### src/rtl/bp_cce_lite_responder_if.sv
// bp_cce_lite_responder_if: LCE request/command/response and memory channels of the lite CCE responder
interface bp_cce_lite_responder_if #(
    parameter int paddr_width_p  = 40,
    parameter int lce_id_width_p = 2,
    parameter int assoc_p        = 8,
    parameter int block_width_p  = 512
);
    localparam int wy     = $clog2(assoc_p);
    localparam int req_w  = 2 + lce_id_width_p + wy + paddr_width_p + 64;
    localparam int cmd_w  = 3 + lce_id_width_p + wy + paddr_width_p + block_width_p;
    localparam int resp_w = 2 + lce_id_width_p + paddr_width_p;
    localparam int mem_w  = 2 + paddr_width_p + 64;
    logic [req_w-1:0]         lce_req_i;
    logic                     lce_req_v_i;
    logic                     lce_req_ready_and_o;
    logic [cmd_w-1:0]         lce_cmd_o;
    logic                     lce_cmd_v_o;
    logic                     lce_cmd_ready_and_i;
    logic [resp_w-1:0]        lce_resp_i;
    logic                     lce_resp_v_i;
    logic                     lce_resp_ready_and_o;
    logic [mem_w-1:0]         mem_cmd_o;
    logic                     mem_cmd_v_o;
    logic                     mem_cmd_ready_and_i;
    logic [block_width_p-1:0] mem_resp_i;
    logic                     mem_resp_v_i;
    logic                     mem_resp_ready_and_o;
    logic                     error_o;
    logic [15:0]              txn_count_o;
    modport slave (
        input  lce_req_i, lce_req_v_i, lce_cmd_ready_and_i, lce_resp_i, lce_resp_v_i,
        input  mem_cmd_ready_and_i, mem_resp_i, mem_resp_v_i,
        output lce_req_ready_and_o, lce_cmd_o, lce_cmd_v_o, lce_resp_ready_and_o,
        output mem_cmd_o, mem_cmd_v_o, mem_resp_ready_and_o, error_o, txn_count_o
    );
    modport master (
        output lce_req_i, lce_req_v_i, lce_cmd_ready_and_i, lce_resp_i, lce_resp_v_i,
        output mem_cmd_ready_and_i, mem_resp_i, mem_resp_v_i,
        input  lce_req_ready_and_o, lce_cmd_o, lce_cmd_v_o, lce_resp_ready_and_o,
        input  mem_cmd_o, mem_cmd_v_o, mem_resp_ready_and_o, error_o, txn_count_o
    );
endinterface

### src/rtl/bp_cce_lite_responder.sv
// bp_cce_lite_responder: single-transaction CCE serving cached/uncached LCE requests from memory
module bp_cce_lite_responder #(
    parameter int paddr_width_p  = 40,
    parameter int lce_id_width_p = 2,
    parameter int assoc_p        = 8,
    parameter int block_width_p  = 512,
    parameter int timeout_p      = 255
) (
    input logic                    clk_i,
    input logic                    reset_n_i,
    bp_cce_lite_responder_if.slave bus
);
    localparam int wy = $clog2(assoc_p);
    localparam int cw = $clog2(timeout_p + 1);
    typedef enum logic [2:0] {READY, MEM_CMD, MEM_RESP, LCE_CMD, WAIT_ACK} state_e;
    state_e state, state_n;
    logic [1:0]                r_type;
    logic [lce_id_width_p-1:0] r_id;
    logic [wy-1:0]             r_way;
    logic [paddr_width_p-1:0]  r_addr;
    logic [63:0]               r_data;
    logic [block_width_p-1:0]  r_blk;
    logic [block_width_p-1:0]  cmd_data;
    logic [paddr_width_p-1:0]  mem_addr;
    logic [cw-1:0]             cnt;
    logic [15:0]               txn;
    logic                      err, cached, ack, bad, done, timeout;
    assign cached   = r_type == 2'd0;
    assign mem_addr = cached ? r_addr & ~paddr_width_p'(block_width_p / 8 - 1) : r_addr;
    assign cmd_data = cached ? r_blk : r_type == 2'd1 ? block_width_p'(r_blk[63:0]) : '0;
    assign bus.mem_cmd_o   = {r_type, mem_addr, r_type == 2'd2 ? r_data : 64'h0};
    assign bus.lce_cmd_o   = {1'b0, r_type, r_id, r_way, r_addr, cmd_data};
    assign bus.error_o     = err;
    assign bus.txn_count_o = txn;
    always_comb begin
        state_n = state;
        ack = 1'b0;
        bad = 1'b0;
        done = 1'b0;
        timeout = 1'b0;
        bus.lce_req_ready_and_o  = state == READY;
        bus.mem_cmd_v_o          = state == MEM_CMD;
        bus.mem_resp_ready_and_o = state == MEM_RESP;
        bus.lce_cmd_v_o          = state == LCE_CMD;
        bus.lce_resp_ready_and_o = state == WAIT_ACK;
        case (state)
            READY:    state_n = bus.lce_req_v_i ? MEM_CMD : READY;
            MEM_CMD:  state_n = bus.mem_cmd_ready_and_i ? MEM_RESP : MEM_CMD;
            MEM_RESP: state_n = bus.mem_resp_v_i ? LCE_CMD : MEM_RESP;
            LCE_CMD: begin
                done = bus.lce_cmd_ready_and_i && !cached;
                state_n = !bus.lce_cmd_ready_and_i ? LCE_CMD : cached ? WAIT_ACK : READY;
            end
            WAIT_ACK: begin
                ack = bus.lce_resp_v_i && bus.lce_resp_i[lce_id_width_p+paddr_width_p +: 2] == 2'd0
                      && bus.lce_resp_i[paddr_width_p +: lce_id_width_p] == r_id;
                bad = bus.lce_resp_v_i && !ack;
                timeout = !ack && cnt == cw'(timeout_p - 1);
                done = ack;
                state_n = (ack || timeout) ? READY : WAIT_ACK;
            end
            default: state_n = READY;
        endcase
    end
    always_ff @(posedge clk_i or negedge reset_n_i)
        if (!reset_n_i) state <= READY;
        else state <= state_n;
    always_ff @(posedge clk_i or negedge reset_n_i)
        if (!reset_n_i) begin
            {r_type, r_id, r_way, r_addr, r_data} <= '0;
            r_blk <= '0;
            cnt <= '0;
            txn <= '0;
            err <= 1'b0;
        end else begin
            if (state == READY && bus.lce_req_v_i) {r_type, r_id, r_way, r_addr, r_data} <= bus.lce_req_i;
            if (state == MEM_RESP && bus.mem_resp_v_i) r_blk <= bus.mem_resp_i;
            cnt <= (state == WAIT_ACK && !ack && !timeout) ? cnt + 1'b1 : '0;
            if (done) txn <= txn + 1'b1;
            if (bad || timeout) err <= 1'b1;
        end
endmodule

### src/flat_wrapper.sv
// flat-port wrapper written by rule: the top's interface ports become plain ports
module bp_cce_lite_responder_flat 
#(
    parameter int paddr_width_p  = 40,
    parameter int lce_id_width_p = 2,
    parameter int assoc_p        = 8,
    parameter int block_width_p  = 512,
    parameter int timeout_p      = 255
)
  (clk_i, reset_n_i, bus_lce_req_i, bus_lce_req_v_i, bus_lce_cmd_ready_and_i, bus_lce_resp_i, bus_lce_resp_v_i, bus_mem_cmd_ready_and_i, bus_mem_resp_i, bus_mem_resp_v_i, bus_lce_req_ready_and_o, bus_lce_cmd_o, bus_lce_cmd_v_o, bus_lce_resp_ready_and_o, bus_mem_cmd_o, bus_mem_cmd_v_o, bus_mem_resp_ready_and_o, bus_error_o, bus_txn_count_o);
  bp_cce_lite_responder_if #(.paddr_width_p(paddr_width_p), .lce_id_width_p(lce_id_width_p), .assoc_p(assoc_p), .block_width_p(block_width_p)) bus_i ();
  input logic clk_i;
  input logic reset_n_i;
  input wire logic [$bits(bus_i.lce_req_i)-1:0] bus_lce_req_i;
  input wire logic [$bits(bus_i.lce_req_v_i)-1:0] bus_lce_req_v_i;
  input wire logic [$bits(bus_i.lce_cmd_ready_and_i)-1:0] bus_lce_cmd_ready_and_i;
  input wire logic [$bits(bus_i.lce_resp_i)-1:0] bus_lce_resp_i;
  input wire logic [$bits(bus_i.lce_resp_v_i)-1:0] bus_lce_resp_v_i;
  input wire logic [$bits(bus_i.mem_cmd_ready_and_i)-1:0] bus_mem_cmd_ready_and_i;
  input wire logic [$bits(bus_i.mem_resp_i)-1:0] bus_mem_resp_i;
  input wire logic [$bits(bus_i.mem_resp_v_i)-1:0] bus_mem_resp_v_i;
  output wire logic [$bits(bus_i.lce_req_ready_and_o)-1:0] bus_lce_req_ready_and_o;
  output wire logic [$bits(bus_i.lce_cmd_o)-1:0] bus_lce_cmd_o;
  output wire logic [$bits(bus_i.lce_cmd_v_o)-1:0] bus_lce_cmd_v_o;
  output wire logic [$bits(bus_i.lce_resp_ready_and_o)-1:0] bus_lce_resp_ready_and_o;
  output wire logic [$bits(bus_i.mem_cmd_o)-1:0] bus_mem_cmd_o;
  output wire logic [$bits(bus_i.mem_cmd_v_o)-1:0] bus_mem_cmd_v_o;
  output wire logic [$bits(bus_i.mem_resp_ready_and_o)-1:0] bus_mem_resp_ready_and_o;
  output wire logic [$bits(bus_i.error_o)-1:0] bus_error_o;
  output wire logic [$bits(bus_i.txn_count_o)-1:0] bus_txn_count_o;
  assign bus_i.lce_req_i = bus_lce_req_i;
  assign bus_i.lce_req_v_i = bus_lce_req_v_i;
  assign bus_i.lce_cmd_ready_and_i = bus_lce_cmd_ready_and_i;
  assign bus_i.lce_resp_i = bus_lce_resp_i;
  assign bus_i.lce_resp_v_i = bus_lce_resp_v_i;
  assign bus_i.mem_cmd_ready_and_i = bus_mem_cmd_ready_and_i;
  assign bus_i.mem_resp_i = bus_mem_resp_i;
  assign bus_i.mem_resp_v_i = bus_mem_resp_v_i;
  assign bus_lce_req_ready_and_o = bus_i.lce_req_ready_and_o;
  assign bus_lce_cmd_o = bus_i.lce_cmd_o;
  assign bus_lce_cmd_v_o = bus_i.lce_cmd_v_o;
  assign bus_lce_resp_ready_and_o = bus_i.lce_resp_ready_and_o;
  assign bus_mem_cmd_o = bus_i.mem_cmd_o;
  assign bus_mem_cmd_v_o = bus_i.mem_cmd_v_o;
  assign bus_mem_resp_ready_and_o = bus_i.mem_resp_ready_and_o;
  assign bus_error_o = bus_i.error_o;
  assign bus_txn_count_o = bus_i.txn_count_o;
  bp_cce_lite_responder #(.paddr_width_p(paddr_width_p), .lce_id_width_p(lce_id_width_p), .assoc_p(assoc_p), .block_width_p(block_width_p), .timeout_p(timeout_p)) u_core (.clk_i(clk_i), .reset_n_i(reset_n_i), .bus(bus_i));
endmodule
### config.mk
export PLATFORM = sky130hd
export DESIGN_NAME = bp_cce_lite_responder_flat
export DESIGN_NICKNAME = d
export VERILOG_FILES = /design/src/rtl/bp_cce_lite_responder_if.sv /design/src/rtl/bp_cce_lite_responder.sv /design/src/flat_wrapper.sv
export SDC_FILE = /design/constraint.sdc
export NUM_CORES = 1
export LEC_CHECK = 0
export ABC_AREA = 1
export CORE_AREA = 2 2 531 533
export DETAILED_ROUTE_END_ITERATION = 8
export DIE_AREA = 0 0 533 535
export SETUP_SLACK_MARGIN = 0.1
export SLEW_MARGIN = 20
export SYNTH_ARGS = -nofsm -noshare
export SYNTH_HDL_FRONTEND = slang
export SYNTH_SLANG_ARGS = --single-unit
### constraint.sdc
create_clock -name clk_i -period 2.4 [get_ports clk_i]
set_input_delay 0.24 -clock clk_i [delete_from_list [all_inputs] [get_ports clk_i]]
set_output_delay 0.24 -clock clk_i [all_outputs]
set_load 0.1 [all_outputs]
### Yosys cells after proc, flatten, opt, wreduce, memory -nomap -nowiden

Cells that the tools add are included.
W data, S select, Z words.

* register bits after elaboration: 651
* bits of input ports: 674
* output and inout port bits: 688
* word-level logic and storage cells: 54

* add/subtract/negate cells: 2
* equal/unequal tests: 8
* multiplexer cells: 16
* reductions and logical operators: 18

Operator list (count)
* $mux W512: 1
* $mux W64: 2
* $add A16 B1 Y16 const B: 1
* $pmux W3 S5: 1
* $logic_and A1 B1 Y1: 9
* $mux W3: 3
* $add A8 B1 Y8 const B: 1
* $eq A8 B8 Y1 const B: 1
* $mux W8: 1
* $eq A3 B2 Y1 const B: 2
* $mux W6: 1
* $mux W1: 5
* $logic_not A1 Y1: 4
* $logic_not A2 Y1: 2
* $eq A3 B1 Y1 const B: 1
* $eq A3 B3 Y1 const B: 1
* $logic_not A3 Y1: 1
* $eq A2 B1 Y1 const B: 1
* $eq A2 B2 Y1: 1
* $eq A2 B2 Y1 const B: 1
* $logic_or A1 B1 Y1: 2
* $mux W2: 1
* $pmux W1 S2: 1

### Depth between registers and ports, before layout

* depth in word-level cells: 9
* gate-level depth with buffers: 9
* mapped depth without buffers: 8

### Worst setup path before layout

OpenSTA, ideal clock, no wires.

* kind: reg-to-output
* from: register u_core.r_type[1]
* to: output port bus_lce_cmd_o[181]
* arrival: 3029 ps
* required time: 2160 ps
* setup slack: -869 ps
* stages on the path, launching flop included: 6
* buffers on the path: 3
* path through: dfrtp_1 > or2_2 > clkbuf_1 > clkbuf_1 > clkbuf_1 > nor2_1

* longest elaborated chain between the ends: 2

RTL lines
* start: declaration: RTL line bp_cce_lite_responder.sv:17 `logic [1:0] r_type;`
* start signal: assignment: RTL line bp_cce_lite_responder.sv:76 `if (state == READY && bus.lce_req_v_i) {r_type, r_id, r_way, r_addr, r_data} <= bus.lce_req_i;`
* $logic_not A2 Y1: RTL line bp_cce_lite_responder.sv:28 `assign cached = r_type == 2'd0;`
* $mux W512: RTL line bp_cce_lite_responder.sv:30 `assign cmd_data = cached ? r_blk : r_type == 2'd1 ? block_width_p'(r_blk[63:0]) : '0;`
* end: declaration: RTL line flat_wrapper.sv:23 `output wire logic [$bits(bus_i.lce_cmd_o)-1:0] bus_lce_cmd_o;`

Every way passes these cells.

### Worst setup path in the final report

* from: register u_core.r_type[1]
* to: output port bus_lce_cmd_o[370]

Same word-level chain as after synthesis.

==> reports/qor.yml <==
clock_tree:
  cts_tree: "yes"
  htree_num_levels: 3
  clk_pin_slew_ns: 0.06
  cts_sinks: 651
  ctsRootBufferMaster: "clkbuf_16"
  cts_buffers: 92
  clock_latency_ns: 0.82
  clock_tree.buffer_depth: 4
worst_setup_path:
  crit_path_end_kind: "output pin"
  arrival_ns: 2.62
  cp.required_ns: 2.16
  worst_path_max_delay_cell: "dfrtp_4"
  critPathLaunchType: "register"
  worst-path-max-fanout: 27
  crit_chain: "or2_4 -> buf_12 -> clkbuf_16 -> nor2_2 -> buf_12"
  worstSetupPathType: "register to output pin"
  slowest_delay_ns: 0.47
  reg2regPathDepth: 9
  path_common_cell: "buf_12"
timing:
  slew_headroom_pct: 41.9
  fin_skew_ns: 0.0404
  slew_viol_final: 0
  period_minus_slack_ns: 2.86
  rsz0062_at_grt: "yes"
  layout_setup_ws_ns: -0.462
  max_freq_mhz: 349
  setup-tns-final_ns: -160.80
  whs_ns: 0.0707
  post-route-period-util_pct: 119
  hold_viol_final: 0
  worstMarginPinSlew_ns: 0.868
  setup_violations: 562
global_route:
  grt-ovfl-total: 0
  grt_pass1_wl_um: 291000
  grt.total_usage_pct: 15.3
  antenna_found_initial: 312
  grt_pass1_vias: 30700
  grt_max_degree: 121
yosys:
  synth_compound_area_share_pct: 10.3
  synthXorXnorAreaFrac_pct: 0.368
  yosys_warnings: 0
  synth_area_mm2: 0.0286
  synth_cell_types: 25
  avgSynthCellArea_um2: 8.06
  synthMuxAreaShare_pct: 0
  synth-seq-area-share_pct: 57.0
  synth_simple_gate_area_share_pct: 19.4
  syn_inst: 3547
  synth_top_family_by_area: "simple AND/OR/NAND/NOR gates"
  synthAdderAreaFrac_pct: 0.131
  ys_ff_latch: 651
  syn_nets: 4224
drt:
  wirelength_um: 229000
  drtAntennaViolNets: 0
  vias_per_cell: 3.35
  drt-pass1-iter-count: 6
  dr_total_vias: 31100
  avgRoutedWirePerCell_um: 24.7
  drc_errors: 0
  drt_iter0_markers: 1774
die:
  die-area_mm2: 0.285
  pin_count: 1362
  fp-row-count: 194
  initial_core_util_pct: 10.3
  die_y_um: 535
  die_x_um: 533
  core-area_mm2: 0.279
status:
  violations: "negative setup slack"
  status: "finished, violations left"
worst_hold_path:
  hold_class: "input port to register"
  hold_depth: 3
placement:
  place_congestion: 0.903
  place_hpwl_um: 192000
  port_buffers: 1320
  dp_cells: 8471
layout:
  drive_gt1_share_pct: 25.4
  instances_no_fill: 9273
  syn2layout_area_growth_pct: 119
  fillers: 30000
  final_util_pct: 22.5
  final_nets: 6047
flow_run:
  cap_violations: 0
==> flip-flops by register name (all words and copies together) (netlist names) <==
name                    flops
u_core.cnt                  8
u_core.r_type               2
u_core.bus.txn_count_o     16
u_core.r_blk              512
u_core.r_addr              40
u_core.r_way                3
u_core.r_data              64
u_core.bus.error_o          1
u_core.state                3
u_core.r_id                 2
==> final cells by class <==
class	instances	area, um^2	area share [%]
repair buffers	1973	25900	41.3
flip-flops and latches	651	16300	26.0
multi-input cells	2041	10100	16.2
well taps	3724	4660	7.44
clock buffers	120	2580	4.11
inverters	611	2300	3.67
clock inverters	41	509	0.813
diodes	112	280	0.447
==> worst max-delay path, delay by kind of cell, from the launching register on <==
kind | cells | cell delay (ns)
DFF | 1 | 0.47
and+or+nand+nor | 2 | 0.51
buffers and inverters | 3 | 0.71
==> path summary, 6_finish.rpt <==
path / start / endpoint / slack (ns)
max: u_core.r_type[1] / bus_lce_cmd_o[370] / -0.46
min: bus_lce_req_i[91] / u_core.r_addr[27] / 0.07
max reg2reg: u_core.state[1] / u_core.r_blk[118] / 0.25
min reg2reg: u_core.r_way[0] / u_core.r_way[0] / 0.48
max in group asynchronous: reset_n_i / u_core.r_blk[352] / 1.00
min in group asynchronous: reset_n_i / u_core.r_blk[55] / 0.10
==> placed cells by master (no fill, tap or decap), types with 11 or more instances in the layout <==
master and n:
clkbuf_1 11, dfrtp_1 649, clkbuf_16 108, nor2_4 105, buf_4 177, nand2_1 156, clkbuf_8 17, nor2_1 818
clkinv_2 17, a21oi_1 584, dlygate4sd3_1 501, nand3_1 67, buf_12 624, diode_2 112, inv_1 607, clkdlybuf4s50_1 631
nor2_2 269
==> what timing repair did <==
item	in CTS	in global routing
buffers inserted	2	3
gates resized for setup	243	156
setup endpoints to repair	587	587
hold endpoints to repair	1151	0
cloned	2	21
hold buffers	501	0
pin swaps	1	2
==> routing by layer <==
layer | track usage (%) | up-vias | part of all wire [%]
met2 | 24.0 | 1441 | 44
li1 | - | 14400 | -
met3 | 9.39 | 476 | 14
met4 | 4.13 | 214 | 3.1
met5 | 0 | - | 0.59
met1 | 17.3 | 14500 | 38
==> through the flow <==
stage | area, um^2 | setup WS (ns)
floorplan | 29100 | -0.580
global placement | 52500 | 0.196
detailed placement | 52500 | 0.150
CTS | 61300 | -0.550
global route | 62500 | -0.519
finish | 62700 | -0.462
==> cell usage after synthesis, drive strengths merged <==
cell type | instances | area share, %
ha | 3 | 0.13
o21ai | 4 | 0.070
nand4 | 8 | 0.18
nor3 | 7 | 0.16
nor3b | 1 | 0.044
xnor2 | 5 | 0.15
nand3 | 68 | 1.2
xor2 | 7 | 0.21
nand2 | 160 | 2.1
dfrtp | 651 | 57
conb | 1 | 0.013
a21oi | 584 | 10
inv | 611 | 8.0
buf | 152 | 3.6
nor2 | 1192 | 16
or2 | 1 | 0.022
clkbuf | 92 | 1.2
==> cells by family after synthesis <==
group / count (synthesis)
flip-flops: 651
adder cells (fa/ha/maj): 3
AO/OA/AOI/OAI: 588
other: 1
buffers and inverters: 855
XOR/XNOR: 12
AND/OR/NAND/NOR: 1437
Power is not shown: default switching activity piles up to over one toggle a cycle in this logic, so the estimate is an artifact.
